## config.mk

```make
export PLATFORM = sky130hd
export DESIGN_NAME = ttl160_divider_ctrl_flat
export DESIGN_NICKNAME = d
export VERILOG_FILES = /design/src/rtl/ttl160_divider_ctrl_if.sv /design/src/rtl/ttl160_divider_ctrl.sv /design/src/flat_wrapper.sv
export SDC_FILE = /design/constraint.sdc
export NUM_CORES = 1
export LEC_CHECK = 0
export BUFFER_PORTS_ARGS = -buffer_cell sky130_fd_sc_hd__buf_2
export CAP_MARGIN = 25
export CORE_MARGIN = 2
export CORE_UTILIZATION = 40
export CTS_BUF_LIST = sky130_fd_sc_hd__clkbuf_2
export DETAILED_ROUTE_END_ITERATION = 8
export GPL_ROUTABILITY_DRIVEN = 0
export PLACE_DENSITY = 0.68
export SETUP_SLACK_MARGIN = 0.15
export SLEW_MARGIN = 10
export SYNTH_ARGS = -nofsm -noshare
export SYNTH_HDL_FRONTEND = slang
export SYNTH_SLANG_ARGS = --single-unit
```

## constraint.sdc

```tcl
create_clock -name clk -period 3.55 [get_ports clk]
set_clock_uncertainty 0.1 [all_clocks]
set_input_delay 0.1775 -clock clk [delete_from_list [all_inputs] [get_ports clk]]
set_output_delay 0.1775 -clock clk [all_outputs]
set_load 0.05 [all_outputs]
```

## src/rtl/ttl160_divider_ctrl_if.sv

```systemverilog
`default_nettype none
// ============================================================================
// Module      : ttl160_divider_ctrl_if
// Description : Configuration / control bundle between the register side and
//               the divide-by-M sequencer for a 74x160 decade counter chain.
// Revision    : 1.0  initial release
// ----------------------------------------------------------------------------
// Signals
//   cfg_valid    master->slave  new configuration offered
//   cfg_ready    slave->master  configuration can be taken (IDLE only)
//   cfg_m        master->slave  modulus M, BCD, digit 0 in bits [3:0]
//   cfg_periodic master->slave  1 = reload forever, 0 = one-shot
//   start        master->slave  single-cycle start request
//   stop         master->slave  single-cycle abort request
//   busy         slave->master  sequencer not idle
//   tick         slave->master  one-cycle pulse per completed period
//   cfg_err      slave->master  sticky: last offered config was rejected
// ============================================================================
interface ttl160_divider_ctrl_if #(
    parameter int DIGITS = 3
);
    logic                  cfg_valid;
    logic                  cfg_ready;
    logic [4*DIGITS-1:0]   cfg_m;
    logic                  cfg_periodic;
    logic                  start;
    logic                  stop;
    logic                  busy;
    logic                  tick;
    logic                  cfg_err;

    modport master (
        output cfg_valid, cfg_m, cfg_periodic, start, stop,
        input  cfg_ready, busy, tick, cfg_err
    );

    modport slave (
        input  cfg_valid, cfg_m, cfg_periodic, start, stop,
        output cfg_ready, busy, tick, cfg_err
    );
endinterface
`default_nettype wire

```

## src/rtl/ttl160_divider_ctrl.sv

```systemverilog
`default_nettype none
// ============================================================================
// Module      : ttl160_divider_ctrl
// Description : Sequencer for a cascade of DIGITS 74x160 decade counters used
//               as a programmable divide-by-M BCD timer. Computes the preload
//               L = 10^DIGITS - M one digit per cycle, loads the chain and then
//               drives PE_n/CEP/CET so the chain ticks once every M clocks.
// Revision    : 1.0  initial release
// ----------------------------------------------------------------------------
// Ports
//   clk      rising-edge clock shared with the counters
//   MR_n     asynchronous active-low reset, shared with the counters
//   cfg_if   configuration/control bundle (slave side)
//   pe_n     parallel enable to all counters
//   cep      count enable P to all counters
//   cet0     count enable T of digit 0
//   p        preload value L, BCD
//   tc_last  terminal count of the most significant digit
// ============================================================================
module ttl160_divider_ctrl #(
    parameter int DIGITS = 3
) (
    input  wire logic                 clk,
    input  wire logic                 MR_n,
    ttl160_divider_ctrl_if.slave      cfg_if,
    output logic                      pe_n,
    output logic                      cep,
    output logic                      cet0,
    output logic [4*DIGITS-1:0]       p,
    input  wire logic                 tc_last
);

    localparam int IDX_W = (DIGITS > 1) ? $clog2(DIGITS) : 1;

    typedef enum logic [1:0] {
        S_IDLE = 2'd0,
        S_CALC = 2'd1,
        S_LOAD = 2'd2,
        S_RUN  = 2'd3
    } state_t;

    state_t                state_q, state_d;
    logic [4*DIGITS-1:0]   m_q, m_d;
    logic                  periodic_q, periodic_d;
    logic                  cfg_ok_q, cfg_ok_d;
    logic                  cfg_err_q, cfg_err_d;
    logic [4*DIGITS-1:0]   p_q, p_d;
    logic                  carry_q, carry_d;
    logic [IDX_W-1:0]      idx_q, idx_d;
    logic                  tick_q, tick_d;

    logic                  cfg_bad;
    logic [3:0]            m_digit;
    logic [4:0]            digit_sum;
    logic [3:0]            p_digit;

    always_comb begin
        cfg_bad = (cfg_if.cfg_m == '0);
        for (int i = 0; i < DIGITS; i++) begin
            if (cfg_if.cfg_m[i*4 +: 4] > 4'd9) begin
                cfg_bad = 1'b1;
            end
        end
    end

    // Ten's complement of the current digit: 9 - m_k + carry, wrapping 10 to 0.
    always_comb begin
        m_digit = '0;
        for (int i = 0; i < DIGITS; i++) begin
            if (idx_q == IDX_W'(i)) begin
                m_digit = m_q[i*4 +: 4];
            end
        end
        digit_sum = 5'd9 - {1'b0, m_digit} + {4'b0, carry_q};
        p_digit   = (digit_sum == 5'd10) ? 4'd0 : digit_sum[3:0];
    end

    always_comb begin
        state_d    = state_q;
        m_d        = m_q;
        periodic_d = periodic_q;
        cfg_ok_d   = cfg_ok_q;
        cfg_err_d  = cfg_err_q;
        p_d        = p_q;
        carry_d    = carry_q;
        idx_d      = idx_q;
        tick_d     = 1'b0;
        pe_n       = 1'b1;
        cep        = 1'b0;
        cet0       = 1'b0;

        case (state_q)
            S_IDLE: begin
                if (cfg_if.cfg_valid) begin
                    if (cfg_bad) begin
                        cfg_err_d = 1'b1;
                    end else begin
                        m_d        = cfg_if.cfg_m;
                        periodic_d = cfg_if.cfg_periodic;
                        cfg_ok_d   = 1'b1;
                        cfg_err_d  = 1'b0;
                    end
                end
                // cfg_ok_d so a config offered in the same cycle counts.
                if (cfg_if.start && cfg_ok_d) begin
                    state_d = S_CALC;
                    carry_d = 1'b1;
                    idx_d   = '0;
                end
            end
            S_CALC: begin
                for (int i = 0; i < DIGITS; i++) begin
                    if (idx_q == IDX_W'(i)) begin
                        p_d[i*4 +: 4] = p_digit;
                    end
                end
                carry_d = (digit_sum == 5'd10);
                if (idx_q == IDX_W'(DIGITS - 1)) begin
                    state_d = S_LOAD;
                end else begin
                    idx_d = idx_q + 1'b1;
                end
            end
            S_LOAD: begin
                pe_n    = 1'b0;
                state_d = S_RUN;
            end
            S_RUN: begin
                cet0 = 1'b1;
                // CEP is dropped on the leaving edge (one-shot end or abort) so
                // the chain holds its value instead of wrapping past all-9s.
                // CET stays high: TC depends on it, gating it would loop.
                cep  = ~cfg_if.stop & (periodic_q | ~tc_last);
                pe_n = ~(tc_last & periodic_q & ~cfg_if.stop);
                if (tc_last) begin
                    tick_d = 1'b1;
                    if (!periodic_q) begin
                        state_d = S_IDLE;
                    end
                end
            end
            default: begin
                state_d = S_IDLE;
            end
        endcase

        // Abort wins over everything, including a coincident terminal count.
        if (cfg_if.stop && (state_q != S_IDLE)) begin
            state_d = S_IDLE;
            tick_d  = 1'b0;
        end
    end

    always_ff @(posedge clk or negedge MR_n) begin
        if (!MR_n) begin
            state_q    <= S_IDLE;
            m_q        <= '0;
            periodic_q <= 1'b0;
            cfg_ok_q   <= 1'b0;
            cfg_err_q  <= 1'b0;
            p_q        <= '0;
            carry_q    <= 1'b0;
            idx_q      <= '0;
            tick_q     <= 1'b0;
        end else begin
            state_q    <= state_d;
            m_q        <= m_d;
            periodic_q <= periodic_d;
            cfg_ok_q   <= cfg_ok_d;
            cfg_err_q  <= cfg_err_d;
            p_q        <= p_d;
            carry_q    <= carry_d;
            idx_q      <= idx_d;
            tick_q     <= tick_d;
        end
    end

    assign p                = p_q;
    assign cfg_if.cfg_ready = (state_q == S_IDLE);
    assign cfg_if.busy      = (state_q != S_IDLE);
    assign cfg_if.tick      = tick_q;
    assign cfg_if.cfg_err   = cfg_err_q;

endmodule
`default_nettype wire

```

## src/flat_wrapper.sv

```systemverilog
// flat-port wrapper written by rule: the top's interface ports become plain ports
module ttl160_divider_ctrl_flat 
#(
    parameter int DIGITS = 3
)
  (clk, MR_n, pe_n, cep, cet0, p, tc_last, cfg_if_cfg_valid, cfg_if_cfg_m, cfg_if_cfg_periodic, cfg_if_start, cfg_if_stop, cfg_if_cfg_ready, cfg_if_busy, cfg_if_tick, cfg_if_cfg_err);
  ttl160_divider_ctrl_if #(.DIGITS(DIGITS)) cfg_if_i ();
  input  wire logic clk;
  input  wire logic MR_n;
  output logic pe_n;
  output logic cep;
  output logic cet0;
  output logic [4*DIGITS-1:0] p;
  input  wire logic tc_last;
  input wire logic [$bits(cfg_if_i.cfg_valid)-1:0] cfg_if_cfg_valid;
  input wire logic [$bits(cfg_if_i.cfg_m)-1:0] cfg_if_cfg_m;
  input wire logic [$bits(cfg_if_i.cfg_periodic)-1:0] cfg_if_cfg_periodic;
  input wire logic [$bits(cfg_if_i.start)-1:0] cfg_if_start;
  input wire logic [$bits(cfg_if_i.stop)-1:0] cfg_if_stop;
  output wire logic [$bits(cfg_if_i.cfg_ready)-1:0] cfg_if_cfg_ready;
  output wire logic [$bits(cfg_if_i.busy)-1:0] cfg_if_busy;
  output wire logic [$bits(cfg_if_i.tick)-1:0] cfg_if_tick;
  output wire logic [$bits(cfg_if_i.cfg_err)-1:0] cfg_if_cfg_err;
  assign cfg_if_i.cfg_valid = cfg_if_cfg_valid;
  assign cfg_if_i.cfg_m = cfg_if_cfg_m;
  assign cfg_if_i.cfg_periodic = cfg_if_cfg_periodic;
  assign cfg_if_i.start = cfg_if_start;
  assign cfg_if_i.stop = cfg_if_stop;
  assign cfg_if_cfg_ready = cfg_if_i.cfg_ready;
  assign cfg_if_busy = cfg_if_i.busy;
  assign cfg_if_tick = cfg_if_i.tick;
  assign cfg_if_cfg_err = cfg_if_i.cfg_err;
  ttl160_divider_ctrl #(.DIGITS(DIGITS)) u_core (.clk(clk), .MR_n(MR_n), .cfg_if(cfg_if_i), .pe_n(pe_n), .cep(cep), .cet0(cet0), .p(p), .tc_last(tc_last));
endmodule
```

# [Word level (Yosys, flattened, before mapping)]
# Cells that the tools add are included.
[totals] inputBits=19 ff_bits=33
[classes] reduce_logical=15 eq_ne=12 addsub=3 n_lt_le_gt_ge=3 n_mux=28 n_bitwise=8
[ops] operator="$mux 4" n=4
[ops] operator="$mux 2" n=7
[ops] operator="$mux 1" n=13
[ops] operator="$gt 4x4->1 const B" n=3
[ops] operator="$logic_not 12->1" n=1
[ops] operator="$reduce_and 2->1" n=5
[ops] operator="$pmux 2 s4" n=1
[ops] operator="$eq 2x2->1 const B" n=3
[ops] operator="$ne 3x1->1 const B" n=2
[ops] operator="$reduce_and 3->1" n=2
[ops] operator="$add 5x1->5" n=1
[ops] operator="$eq 5x4->1 const B" n=1
[ops] operator="$sub 4x4->5 const A" n=1
[ops] operator="$eq 2x1->1 const B" n=2
[ops] operator="$logic_not 2->1" n=2
[ops] operator="$not 1->1" n=4
[ops] operator="$pmux 1 s2" n=2
[ops] operator="$pmux 2 s2" n=1
[ops] operator="$reduce_and 4->1" n=1
[ops] operator="$reduce_bool 2->1" n=2
[ops] operator="$and 1x1->1" n=3
[ops] operator="$ne 3x2->1 const B" n=1
[ops] operator="$ne 3x3->1 const B" n=1
[ops] operator="$add 2x1->2 const B" n=1
[ops] operator="other kinds (4)" n=5

# [Depth between registers and ports, before layout]
[depth] depth_word=11 ltp_mapped=13 depth_no_buf=13

# [Worst setup path before layout]
# No wires, ideal clock.
[synth_timing] kind="reg2reg" startpoint="register u_core.idx_q[1]" endpoint="register u_core.carry_q" path_slack_ns=0.866 path_buffers=1 t_arrival_ns=2.505 stages_incl_launch_ff=14 period_less_slack_ns=2.684 t_required_ns=3.370 cell_sequence="dfrtp_1 -> inv_1 -> ha_1 -> clkbuf_1 -> nor2_1 -> a21oi_1 -> nor2_1 -> a21oi_1 -> ha_1 -> inv_1 -> ha_1 -> nor3_1 -> nor3b_1 -> a2bb2oi_1"
[synth_between] elab_chain_len=8 word_cells_on_any_way=10 cone_classes="add/sub: 2; eq/ne: 3; mux: 4; reduce/logical: 1"
[synth_rtl] item="start: declaration" line_no="ttl160_divider_ctrl.sv:49" rtl="logic [IDX_W-1:0] idx_q, idx_d;"
[synth_rtl] item="start signal: assignment" line_no="ttl160_divider_ctrl.sv:173" rtl="idx_q <= idx_d;"
[synth_rtl] item="$logic_not 2->1" line_no="ttl160_divider_ctrl.sv:70" rtl="if (idx_q == IDX_W'(i)) begin"
[synth_rtl] item="$mux 4 (2 in a row)" line_no="ttl160_divider_ctrl.sv:70"
[synth_rtl] item="$mux 4 *" line_no="ttl160_divider_ctrl.sv:70"
[synth_rtl] item="$sub 4x4->5 *" line_no="ttl160_divider_ctrl.sv:74" rtl="digit_sum = 5'd9 - {1'b0, m_digit} + {4'b0, carry_q};"
[synth_rtl] item="$add 5x1->5 *" line_no="ttl160_divider_ctrl.sv:74"
[synth_rtl] item="$eq 5x4->1 *" line_no="ttl160_divider_ctrl.sv:117" rtl="carry_d = (digit_sum == 5'd10);"
[synth_rtl] item="$pmux 1 s2 *" line_no="ttl160_divider_ctrl.sv:92" rtl="case (state_q)"
[synth_rtl] item="end signal: assignment" line_no="ttl160_divider_ctrl.sv:172" rtl="carry_q <= carry_d;"
[synth_rtl] item="end: declaration" line_no="ttl160_divider_ctrl.sv:48" rtl="logic carry_q, carry_d;"
# Mark *: on every way between the ends. The rest lies on a longest branch, timed or not.
# A chain may end at the register's enable or synchronous reset.

# [Worst setup path in the final report]
# Same ends and word-level chain as after synthesis.

==> results.sh <==
export IMPL_status="finished clean"
export IMPL_cp_slowest_cell="nor3b_1"
export IMPL_power_density_nw_per_um2=936.2
export IMPL_grt_ovfl_total=0
export IMPL_rr_worst_depth=12
export IMPL_wl_met2_um=1699
export IMPL_pin_count=38
export IMPL_period_share_pct=83.95
export IMPL_start_kind="flip-flop"
export IMPL_syn_nets=186
export IMPL_syn_instance_count=158
export IMPL_start_util_pct=41.87
export IMPL_dpl_cell_area_um2=1927
export IMPL_rsz0062_at_grt="no"
export IMPL_endpoint_kind="flip-flop"
export IMPL_path_class="reg2reg"
export IMPL_multiInputGateArea_um2=808.3
export IMPL_clk_latency_ps=350
export IMPL_path_common_cell="ha_1"
export IMPL_cts_clk_slew_worst_paths_ps=160
export IMPL_synth_ff_latch_count=33
export IMPL_drv_slew=0
export IMPL_m1WireLength_um=1689
export IMPL_die_x_um=69.18
export IMPL_wl_met3_um=185
export IMPL_cts_root_buffer="clkbuf_2"
export IMPL_grt_pass1_vias=1298
export IMPL_synth_edf_count=0
export IMPL_yosys_area_top_type="dfrtp_1"
export IMPL_ys_flop_type="dfrtp_1"
export IMPL_critical_path_top_delay_family="simple AND/OR/NAND/NOR gates"
export IMPL_setup_violations=0
export IMPL_cts_inserted_buffers=5
export IMPL_vias=1378
export IMPL_drive_gt1_share_pct=25.93
export IMPL_yosys_warnings=0
export IMPL_yosysMostFrequentCell="dfrtp_1"
export IMPL_placement_rows=23
export IMPL_synth_area_leaders="dfrtp_1 (49%), ha_1 (6.6%), mux2_2 (6.0%), mux2_1 (4.6%), nand2_1 (3.5%)"
export IMPL_cts_resized=0
export IMPL_hold_depth=4
export IMPL_post_route_min_period_ps=2980
export IMPL_antenna_found_initial=0
export IMPL_die_area_um2=4785
export IMPL_max_slew_worst_pin_slew_ps=751.3
export IMPL_final_net_count=243
export IMPL_hp_class="in2reg"
export IMPL_crit_required_ps=3750
export IMPL_synth_cell_types=41
export IMPL_track_usage_pct=15.97
export IMPL_fin_area_um2=2127
export IMPL_core_area_um2=4058
export IMPL_hold_viol_final=0
export IMPL_hpwl_um=2591
export IMPL_power_leakage_nw=1.030
export IMPL_yosys_area_top_type_share_pct=48.60
export IMPL_cts_path_max_buffers=2
export IMPL_drt_total_wl_um=3656
export IMPL_path_max_fanout=9
export IMPL_ant_nets=0
export IMPL_htree_num_levels=2
export IMPL_port_buffers=37
export IMPL_dieHeight_um=69.18
export IMPL_slowest_delay_ps=500
export IMPL_clock_sinks=33
export IMPL_via_per_inst=5.180
export IMPL_routed_top_layer="met4"
export IMPL_syn2layout_area_growth_pct=25.18
export IMPL_postSynthAreaPerCell_um2=10.75
export IMPL_initialDrtViolationCount=111
export IMPL_arrival_ps=3180
export IMPL_route_detailed_drc=0
export IMPL_syn_area_um2=1699
export IMPL_slew_headroom_pct=49.91
export IMPL_wire_per_inst_um=13.74
export IMPL_grt_start_max_net_pins=34
export IMPL_synth_common_cells="dfrtp_1 (33), nand2_1 (16), inv_1 (12)"
export IMPL_worst_path_stages=12
export IMPL_fillers=368
export IMPL_setup_tns_ps=0
export IMPL_crit_chain="inv_1 -> ha_1 -> nor2_1 -> a21oi_1 -> nor2_1 -> a21oi_1 -> ha_1 -> inv_1 -> ha_1 -> nor3_1 -> nor3b_1 -> a2bb2oi_1"
export IMPL_drtPass1Iterations=4
export IMPL_synth_async_reset_ratio_pct=100.0
export IMPL_drv_cap=0
export IMPL_fmax_ghz=0.3356
export IMPL_grt_pass1_wl_um=6072
export IMPL_crit_buf_inv=2
export IMPL_synth_yosys_seq_area_share_pct=48.60
export IMPL_seq_area_um2=825.8
export IMPL_diodes=0
export IMPL_cts_tree="done"
export IMPL_ir_drop_v=0.0004390
[power breakdown]
part | leakage, nW | switching, mW | internal [mW]
combinational | 0.593 | 0.763 | 0.405
clock | 0.0327 | 0.121 | 0.0495
sequential | 0.404 | 0.108 | 0.544
[flip-flops by register name, summed over array words and instances (netlist names)]
| signal | count |
|---|---|
| u_core.idx_q | 2 |
| u_core.p | 12 |
| u_core.carry_q | 1 |
| u_core.cfg_if.tick | 1 |
| u_core.cfg_ok_q | 1 |
| u_core.cfg_if.cfg_err | 1 |
| u_core.state_q | 2 |
| u_core.periodic_q | 1 |
| u_core.m_q | 12 |
[kinds of logic (layout without fill, tap and decap cells)]
kind of cell / after synthesis / count (layout) / synth area share, %
DFF: 33 / 33 / 48.60
adders and majority gates: 9 / 9 / 6.628
muxes: 17 / 17 / 11.19
and+or+nand+nor: 44 / 44 / 13.70
buffers and inverters: 15 / 73 / 3.828
xor gates and xnor gates: 3 / 3 / 1.547
AOI/OAI and AO/OA: 37 / 37 / 14.51
[metrics by stage]
| step | hold WS [ps] | total power [mW] | setup WS (ps) | cells | utilization [%] |
|---|---|---|---|---|---|
| floorplan | -218.1 | 1.560 | 865.8 | 158 | - |
| finish | 57.62 | 1.991 | 569.8 | 266 | 52.42 |
| detailed placement | 174.9 | 1.820 | 599.4 | 242 | 47.49 |
| CTS | 40.22 | 2.005 | 571.4 | 266 | 52.42 |
| global placement | 177.3 | 1.802 | 723.7 | 242 | 47.49 |
| global route | 34.14 | 2.153 | 273.8 | 266 | 52.42 |
[area by class of cell]
| type | instances | share of cell area [%] |
|---|---|---|
| sequential | 33 | 38.82 |
| inverter | 12 | 2.118 |
| multi-input combinational | 110 | 38.00 |
| timing repair buffer | 53 | 16.24 |
| clock buffer | 6 | 1.412 |
| tap | 50 | 2.941 |
| clock inverter | 2 | 0.4706 |
[layer usage]
metal,vias to the layer above,global-route usage [%]
met5,-,0
li1,691,-
met4,0,6.100
met1,640,21.48
met2,38,23.82
met3,9,5.378
[tightest hold or removal path: stages]
cell and delay [ps]:
buf_2 110, nand2_1 80, nand2_1 70, mux2i_1 60
[final timing paths]
| check | startpoint | end | slack (ps) |
|---|---|---|---|
| worst max-delay path | u_core.idx_q[1] | u_core.carry_q | 570 |
| worst min-delay path | cfg_if_stop | u_core.state_q[1] | 60 |
| worst max register to register | u_core.idx_q[1] | u_core.carry_q | 570 |
| worst min register to register | u_core.cfg_ok_q | u_core.cfg_ok_q | 390 |
| max in group asynchronous | MR_n | u_core.m_q[0] | 2610 |
| min in group asynchronous | MR_n | u_core.p[2] | 280 |
[layout by cell type, fill, tap and decap left out, types with 2 or more instances in the layout]
cell	n
xnor2_1	2
ha_1	9
dfrtp_1	33
and3_1	2
clkbuf_2	6
and3b_1	2
nor2b_1	2
o31ai_1	6
or4_1	2
clkinv_2	2
nor2_1	7
o21ai_0	7
dlygate4sd3_1	16
buf_2	37
a21oi_1	11
nor3_1	2
a31oi_1	2
nand2_1	16
mux2_2	9
nand3b_1	3
a2bb2oi_1	2
inv_1	12
mux2_1	7
[what timing repair did]
action                    4_1_cts  5_1_grt
hold buffers                   16        0
buffers inserted                0        0
hold endpoints to repair       48        0
Power figures use the tool's default switching activity.
